[src/rtl/bus_cmp_pkg.sv]
// Shared encodings for the redundant-channel bus comparator.
// Holds the FSM state encoding, the switch pattern length and the safe output levels.
package bus_cmp_pkg;

    typedef enum logic [1:0] {
        ST_IDLE  = 2'd0,
        ST_ARM   = 2'd1,
        ST_RUN   = 2'd2,
        ST_FAULT = 2'd3
    } state_t;

    localparam int PATTERN_LEN = 16;
    localparam int PHASE_W     = $clog2(PATTERN_LEN);

    localparam logic SAFE_RELAY  = 1'b0;
    localparam logic SAFE_SWITCH = 1'b0;

    // Role 0 pulses on phase 0 only; role 1 is high for every other phase.
    function automatic logic switch_level(input logic role, input logic [PHASE_W-1:0] phase);
        return role ? (phase != '0) : (phase == '0);
    endfunction

endpackage

[src/rtl/bus_cmp_pattern_gen.sv]
// Phase counter and relay/switch encoding for one redundant instance.
// Outputs are registered and restart at phase 0 whenever run is low.
module bus_cmp_pattern_gen
    import bus_cmp_pkg::*;
#(
    parameter int ROLE = 0
) (
    input  logic clk,
    input  logic rst,
    input  logic run,
    output logic relayCtrl,
    output logic switchCtrl
);

    localparam logic ROLE_BIT = (ROLE != 0);

    logic               r_active;
    logic [PHASE_W-1:0] r_phase;
    logic               r_relay;
    logic               r_switch;
    logic [PHASE_W-1:0] w_phase_next;

    // The first active cycle shows phase 0; later ones advance and wrap.
    always_comb begin
        w_phase_next = '0;
        if (r_active && (r_phase != PHASE_W'(PATTERN_LEN - 1))) begin
            w_phase_next = r_phase + PHASE_W'(1);
        end
    end

    always_ff @(posedge clk) begin
        if (rst || !run) begin
            r_active <= 1'b0;
            r_phase  <= '0;
            r_relay  <= SAFE_RELAY;
            r_switch <= SAFE_SWITCH;
        end else begin
            r_active <= 1'b1;
            r_phase  <= w_phase_next;
            r_relay  <= ROLE_BIT ^ w_phase_next[0];
            r_switch <= switch_level(ROLE_BIT, w_phase_next);
        end
    end

    assign relayCtrl  = r_relay;
    assign switchCtrl = r_switch;

endmodule

[src/rtl/bus_compare_driver.sv]
// Redundant-channel bus comparator: classifies A/B samples, qualifies agreement,
// and drives the dynamic relay/switch signals while running; any fault freezes them safe.
module bus_compare_driver
    import bus_cmp_pkg::*;
#(
    parameter int WIDTH     = 16,
    parameter int ROLE      = 0,
    parameter int ARM_COUNT = 4,
    parameter int TIMEOUT   = 64
) (
    input  logic             clk,
    input  logic             rst,
    input  logic [WIDTH-1:0] busA,
    input  logic             validA,
    input  logic [WIDTH-1:0] busB,
    input  logic             validB,
    output logic             relayCtrl,
    output logic             switchCtrl,
    output logic [1:0]       state,
    output logic             fault
);

    localparam logic [3:0] ARM_TGT     = 4'(ARM_COUNT);
    localparam logic [7:0] TIMEOUT_TGT = 8'(TIMEOUT);
    localparam logic       DIRECT_RUN  = (ARM_COUNT == 1);

    state_t     r_state;
    logic [3:0] r_arm_cnt;
    logic [7:0] r_gap_cnt;

    logic       w_both;
    logic       w_match;
    logic       w_mismatch;
    logic       w_none;
    logic [3:0] w_arm_inc;
    logic [7:0] w_gap_inc;
    logic       w_arm_done;
    logic       w_timeout;
    logic       w_run_next;

    assign w_both     = validA && validB;
    assign w_match    = w_both && (busA == busB);
    assign w_mismatch = (w_both && (busA != busB)) || (validA ^ validB);
    assign w_none     = !validA && !validB;

    // Counters saturate rather than wrap.
    assign w_arm_inc  = (r_arm_cnt == 4'hF) ? r_arm_cnt : r_arm_cnt + 4'd1;
    assign w_gap_inc  = (r_gap_cnt == 8'hFF) ? r_gap_cnt : r_gap_cnt + 8'd1;
    assign w_arm_done = (w_arm_inc >= ARM_TGT);
    assign w_timeout  = w_none && (w_gap_inc >= TIMEOUT_TGT);

    // Next-cycle RUN qualifier lets the pattern generator update on the same edge as the FSM.
    always_comb begin
        w_run_next = 1'b0;
        case (r_state)
            ST_IDLE: w_run_next = w_match && DIRECT_RUN;
            ST_ARM:  w_run_next = w_match && w_arm_done;
            ST_RUN:  w_run_next = !w_mismatch && !w_timeout;
            default: w_run_next = 1'b0;
        endcase
    end

    always_ff @(posedge clk) begin
        if (rst) begin
            r_state   <= ST_IDLE;
            r_arm_cnt <= 4'd0;
            r_gap_cnt <= 8'd0;
        end else begin
            case (r_state)
                ST_IDLE: begin
                    if (w_match) begin
                        r_gap_cnt <= 8'd0;
                        if (DIRECT_RUN) begin
                            r_state   <= ST_RUN;
                            r_arm_cnt <= 4'd0;
                        end else begin
                            r_state   <= ST_ARM;
                            r_arm_cnt <= 4'd1;
                        end
                    end
                end
                ST_ARM: begin
                    if (w_mismatch) begin
                        r_state   <= ST_IDLE;
                        r_arm_cnt <= 4'd0;
                    end else if (w_match) begin
                        if (w_arm_done) begin
                            r_state   <= ST_RUN;
                            r_arm_cnt <= 4'd0;
                            r_gap_cnt <= 8'd0;
                        end else begin
                            r_arm_cnt <= w_arm_inc;
                        end
                    end
                end
                ST_RUN: begin
                    if (w_mismatch || w_timeout) begin
                        r_state <= ST_FAULT;
                    end else if (w_match) begin
                        r_gap_cnt <= 8'd0;
                    end else begin
                        r_gap_cnt <= w_gap_inc;
                    end
                end
                default: r_state <= ST_FAULT;
            endcase
        end
    end

    bus_cmp_pattern_gen #(
        .ROLE(ROLE)
    ) u_pattern (
        .clk        (clk),
        .rst        (rst),
        .run        (w_run_next),
        .relayCtrl  (relayCtrl),
        .switchCtrl (switchCtrl)
    );

    assign state = r_state;
    assign fault = (r_state == ST_FAULT);

endmodule

[config.mk]
export PLATFORM = sky130hd
export DESIGN_NAME = bus_compare_driver
export DESIGN_NICKNAME = d
export VERILOG_FILES = /design/src/rtl/bus_cmp_pkg.sv /design/src/rtl/bus_cmp_pattern_gen.sv /design/src/rtl/bus_compare_driver.sv
export SDC_FILE = /design/constraint.sdc
export NUM_CORES = 1
export LEC_CHECK = 0
export ABC_AREA = 1
export CORE_MARGIN = 1.5
export CORE_UTILIZATION = 25
export DETAILED_ROUTE_END_ITERATION = 6
export PLACE_DENSITY = 0.52
export SLEW_MARGIN = 5
export SYNTH_ARGS = -nofsm -noshare
export SYNTH_HDL_FRONTEND = slang
export SYNTH_SLANG_ARGS = --single-unit
export TNS_END_PERCENT = 50
[constraint.sdc]
create_clock -name clk -period 1.65 [get_ports clk]
set_input_delay 0.495 -clock clk [delete_from_list [all_inputs] [get_ports clk]]
set_output_delay 0.495 -clock clk [all_outputs]
set_load 0.05 [all_outputs]
==> impl_metrics.tcl, run 1 <==
set metrics [dict create \
    first_pass_iters 4 \
    design_area_mm2 0.00258 \
    synth_area_leaders "dfxtp_1, nand2_1, inv_1, nor2_1, ha_1" \
    htreeDepth 1 \
    grt_use_met2_pct 22.9 \
    maxSlewViolCount 0 \
    grt_pass1_wl_um 7360 \
    status "complete, no violations" \
    hpwl_um 3250 \
    arrival_ps 1800 \
    power_uw 2570 \
    grt_util_all_layers_pct 12.3 \
    synth.avg_cell_area_um2 5.92 \
    rsz0062_at_grt "true" \
    cts.path.max_buffers 2 \
    cts_buffers 3 \
    skew_ps 6.66 \
    vias_per_cell 4.29 \
    path_max_fanout 7 \
    die_w_um 84.6 \
    clkSinkCount 20 \
    synthCells 281 \
    synth_warnings 0 \
    use_met3_pct 2.56 \
    fp.dieH_um 84.6 \
    drive_gt1_share_pct 37.6 \
    cts-root-buf "clkbuf_8" \
    busiest_layer "met2" \
    gp_congestion 0.806 \
    rows 29 \
    worstMarginPinSlew_ps 270 \
    startpoint_type "input pin" \
    diodes 0 \
    finalNetCount 400 \
    fin_crit_sh_pct 99.4 \
    crit_path_end_kind "flop" \
    synth_top_area_share_pct 24.1 \
    seq_area_um2 412 \
    use_met1_pct 13.9 \
    core_area_mm2 0.00639 \
    p_leak_uw 0.00135 \
    wl_per_cell_um 9.81 \
    syn2layout_area_growth_pct 54.9 \
    pin_count 41 \
    setup_viol 0 \
    postCtsHoldBufs 0 \
    portBuffers 40 \
    relSlewSlack_pct 81.9 \
    multi_input_area_mm2 0.00126 \
    yosysSeqAreaShare_pct 24.1 \
    clk_pin_slew_worst_paths_ps 80 \
    hold_violations 0 \
    clock_latency_ps 260 \
    hold_class "reg -> reg" \
    grt_pass1_vias 1808 \
    overflow 0 \
    drt_first_iter_violations 46 \
    drc 0 \
    die_area_mm2 0.00715 \
    peakVddDrop_mv 0.710 \
    p_per_area_mw_per_mm2 999 \
    period_needed_ps 1640 \
    vias 1837 \
    place_area_mm2 0.00243 \
    synth_area_mm2 0.00166 \
    crit_type "in -> reg" \
    synth_fp_nets 329 \
    postRouteAntennaNets 0 \
    synthFlopType "dfxtp_1" \
    yosysUniqueCellTypes 25 \
    ys_async_sr_fraction_pct 0 \
    synth-seq-cells 20 \
    n_fill_cell 691 \
    fmax_mhz 610 \
    antenna_found_initial 0 \
    cp_data_required_time_ps 1810 \
    start_util_pct 26.0 \
    synth_edf_count 0 \
    tritoncts "done" \
    cap_viol_max_count 0 \
    grt_max_degree 12 \
    synth_top_cell_by_area "dfxtp_1" \
    drt-total-wl_um 4200 \
]
-- cell usage in the layout (no fill, tap or decap), types with 4 or more instances in the layout --
cell / n
dfxtp_1: 15
buf_4: 26
nand3_4: 4
buf_2: 21
buf_12: 5
nand2_1: 73
a21oi_1: 6
nor2_1: 38
ha_1: 7
or2_2: 4
nor2_2: 12
o21ai_0: 6
nand2_4: 4
buf_6: 12
nand3_1: 7
nand2_2: 10
nand4_1: 7
inv_1: 48
nor2_4: 7
-- critical path, cell delays in order --
cell and delay (ps):
buf_2 100, nor2_1 80, nor2_1 50, nor2_1 110, nand2_1 90, nor2_4 150
nand3_4 120, a21oi_4 260, nand3_4 160, o21ai_2 130, nor2_1 50
-- sequential cells by signal, indices dropped and copies added (netlist names) --
| register | count |
|---|---|
| state | 2 |
| u_pattern.r_phase | 4 |
| r_gap_cnt | 8 |
| u_pattern.switchCtrl | 1 |
| u_pattern.r_active | 1 |
| r_arm_cnt | 4 |
-- routing by layer --
| metal | vias up | wire length (um) |
|---|---|---|
| li1 | 990 | - |
| met3 | 7 | 112 |
| met2 | 22 | 2130 |
| met1 | 818 | 1900 |
| met4 | 0 | 60 |
| met5 | - | 0 |
-- cell families after synthesis --
group                    count (synthesis)  share of synthesized area [%]
multiplexers                             2                           1.20
XOR/XNOR                                 2                           1.05
buffers and inverters                   55                           12.9
AO/OA/AOI/OAI                           20                           6.85
AND/OR/NAND/NOR                        170                           44.8
flip-flops                              20                           24.1
adder cells (fa/ha/maj)                 12                           9.03
-- cell usage after synthesis, types with 2 or more instances --
library cell / count
nand2_1: 82
inv_1: 51
nor2_1: 50
dfxtp_1: 20
ha_1: 12
a21oi_1: 10
nand3_1: 10
o21ai_0: 8
nand4_1: 7
nor2_2: 7
nand2_2: 4
or2_2: 4
inv_2: 2
mux2i_1: 2
nand3_2: 2
-- stage by stage --
| step | std cells | utilization, % | TNS, ps | hold slack (ps) | setup WS (ps) |
|---|---|---|---|---|---|
| 6_report | 428 | 40.3 | 0 | 486 | 9.89 |
| 5_1_grt | 428 | 40.3 | -1880 | 520 | -154 |
| 4_1_cts | 428 | 38.8 | -42.7 | 496 | -20.2 |
| 3_5_place_dp | 420 | 38.0 | -14200 | 485 | -784 |
| 3_3_place_gp | 420 | 38.0 | -13460 | 472 | -731 |
| 2_1_floorplan | 281 | - | -91.1 | 450 | -25.7 |
-- timing repair --
item / 4_1_cts / 5_1_grt
endpoints found under the hold margin: 0 / 0
setup buffers: 3 / 0
resized for setup: 158 / 28
gates cloned: 1 / 0
setup endpoints to repair: 21 / 20
pin swaps: 60 / 29
-- layout make-up --
type	count	share of cell area [%]
flip-flops and latches	20	16.0
clock buffers	3	1.60
repair buffers	67	21.9
well taps	77	3.74
multi-input cells	207	48.8
inverters	53	7.92
clock inverters	1	0.146
-- worst paths after layout --
kind                   to    startpoint  depth (start not counted)  slack [ps]
max reg2reg  r_gap_cnt[2]  r_gap_cnt[0]                         12          10
min reg2reg  r_arm_cnt[2]  r_arm_cnt[2]                          2         490
max          r_gap_cnt[2]       busB[7]                         11          10
min          r_arm_cnt[2]  r_arm_cnt[2]                          2         490
-- power by group --
part           internal (uW)  total, uW  switching (uW)
combinational            698       1590             890
clock                    166        332             166
sequential               585        653            68.3
(Power assumes the default switching activity.)
==> run 2: changes to the inputs <==
- MAX_ROUTING_LAYER: unset -> met4
==> results of run 2 <==
Same layout as run 1: the final DEF is identical, and so are final timing and power.
Among the figures that moved: final weighted congestion in routability-driven placement 0.806 -> 0.817; overall routing resource usage 12.3% -> 12.6%
==> run 3: changes to the inputs <==
- SKIP_LAST_GASP: unset -> 1
- SLEW_MARGIN: 5 -> 10
==> impl_metrics.tcl, run 3 (synthesis results as in run 1) <==
set metrics [dict create \
    grt_pass1_wl_um 7350 \
    drt_first_iter_violations 50 \
    drive_gt1_share_pct 36.8 \
    fp.dieH_um 84.6 \
    syn2layout_area_growth_pct 52.9 \
    largestRegisters "r_gap_cnt (8), r_arm_cnt (4), u_pattern.r_phase (4)" \
    setup_viol 2 \
    htreeDepth 1 \
    largest_reg_flops 8 \
    status "complete, but fails checks" \
    tritoncts "done" \
    start_util_pct 26.0 \
    arrival_ps 1860 \
    drc 0 \
    cp_data_required_time_ps 1850 \
    final_cell_mix "nand2_1, inv_1, nor2_1" \
    clkSinkCount 20 \
    grt_max_degree 12 \
    core_area_mm2 0.00639 \
    clock_latency_ps 260 \
    fin_tns_setup_ps -12.7 \
    cts.path.max_buffers 2 \
    setup_slack_ps -6.79 \
    overflow 0 \
    clk_pin_slew_worst_paths_ps 80 \
    first_pass_iters 4 \
    wl_per_cell_um 9.79 \
    gp_congestion 0.817 \
    die_w_um 84.6 \
    cts_buffers 3 \
    grt_pass1_vias 1806 \
    postRouteAntennaNets 0 \
    fin_crit_sh_pct 100 \
    power_uw 2560 \
    rsz0062_at_grt "true" \
    fmax_mhz 604 \
    antenna_found_initial 0 \
    grt_util_all_layers_pct 12.6 \
    p_per_area_mw_per_mm2 1010 \
    skew_ps 6.41 \
    hold_violations 0 \
    cts-root-buf "clkbuf_8" \
    rows 29 \
    crit_path_end_kind "flop" \
    maxSlewViolCount 0 \
    startpoint_type "input pin" \
    vias_per_cell 4.32 \
    hold_class "reg -> reg" \
    violations "negative setup slack" \
    period_needed_ps 1660 \
    layout_commonest_cell "nand2_1" \
    peakVddDrop_mv 0.710 \
    diodes 0 \
    drt-total-wl_um 4190 \
    finalNetCount 400 \
    worstMarginPinSlew_ps 265 \
    relSlewSlack_pct 82.3 \
    path_max_fanout 7 \
    postCtsHoldBufs 0 \
    p_leak_uw 0.00134 \
    crit_type "in -> reg" \
    pin_count 41 \
    portBuffers 40 \
    die_area_mm2 0.00715 \
    cap_viol_max_count 0 \
    hpwl_um 3250 \
    largest_register "r_gap_cnt" \
    vias 1847 \
]
-- run 3: cell counts in the layout (fill, tap and decap cells not counted) --
No cell type changed its count.
-- run 3: through the flow --
stage	setup slack, ps	hold WS (ps)	utilization (%)	area [um2]	cells
final	-6.79	488	39.8	2540	428
after global routing	-154	519	39.8	2540	428
after CTS	-20.2	496	38.7	2470	428
after detailed placement	-784	485	38.0	2430	420
after global placement	-731	472	38.0	2430	420
after floorplan	-25.7	450	-	1720	281
-- run 3: per-layer routing --
metal  GRT usage, %  vias up  wire, um
met5              -        -         0
met4           3.52        0        60
met3           2.56        7       108
met2           22.9       18      2130
met1           13.9      831      1890
li1               -      991         -
-- run 3: repair_timing --
action,4_1_cts,5_1_grt
pin swaps,60,28
gates resized for setup,157,21
gates cloned,1,0
setup endpoints to repair,21,21
setup buffers,3,0
-- run 3: power breakdown --
part / internal (uW) / total, uW / switching, uW / leakage [uW]
Sequential: 585 / 652 / 67.1 / 0.000165
Clock: 166 / 331 / 165 / 0.0000231
Combinational: 690 / 1580 / 887 / 0.00116
Total: 1440 / 2560 / 1120 / 0.00134
-- run 3: final timing paths --
path,startpoint,endpoint,slack (ps),depth (start not counted)
setup / recovery,busB[0],r_gap_cnt[0],-7,12
setup reg to reg,r_gap_cnt[0],r_gap_cnt[0],10,13
hold reg to reg,r_arm_cnt[2],r_arm_cnt[2],490,2
hold / removal,r_arm_cnt[2],r_arm_cnt[2],490,2
-- run 3: cell type report --
type | count | area (um2)
inverters | 53 | 204
repair buffers | 67 | 538
clock inverters | 1 | 3.75
multi-input cells | 207 | 1250
well taps | 77 | 96.3
fillers | 693 | 3840
flip-flops and latches | 20 | 412
clock buffers | 3 | 41.3
-- run 3: worst max-delay path, cell delays in order --
cell     delay (ps)
buf_4           120
nor2_4           90
nor2_1           40
nor2_1           80
nand2_1          90
nor2_4          170
nand3_4         120
a21oi_4         260
nand3_4         160
nand2_2         100
nand2_2          50
nor2_2           70
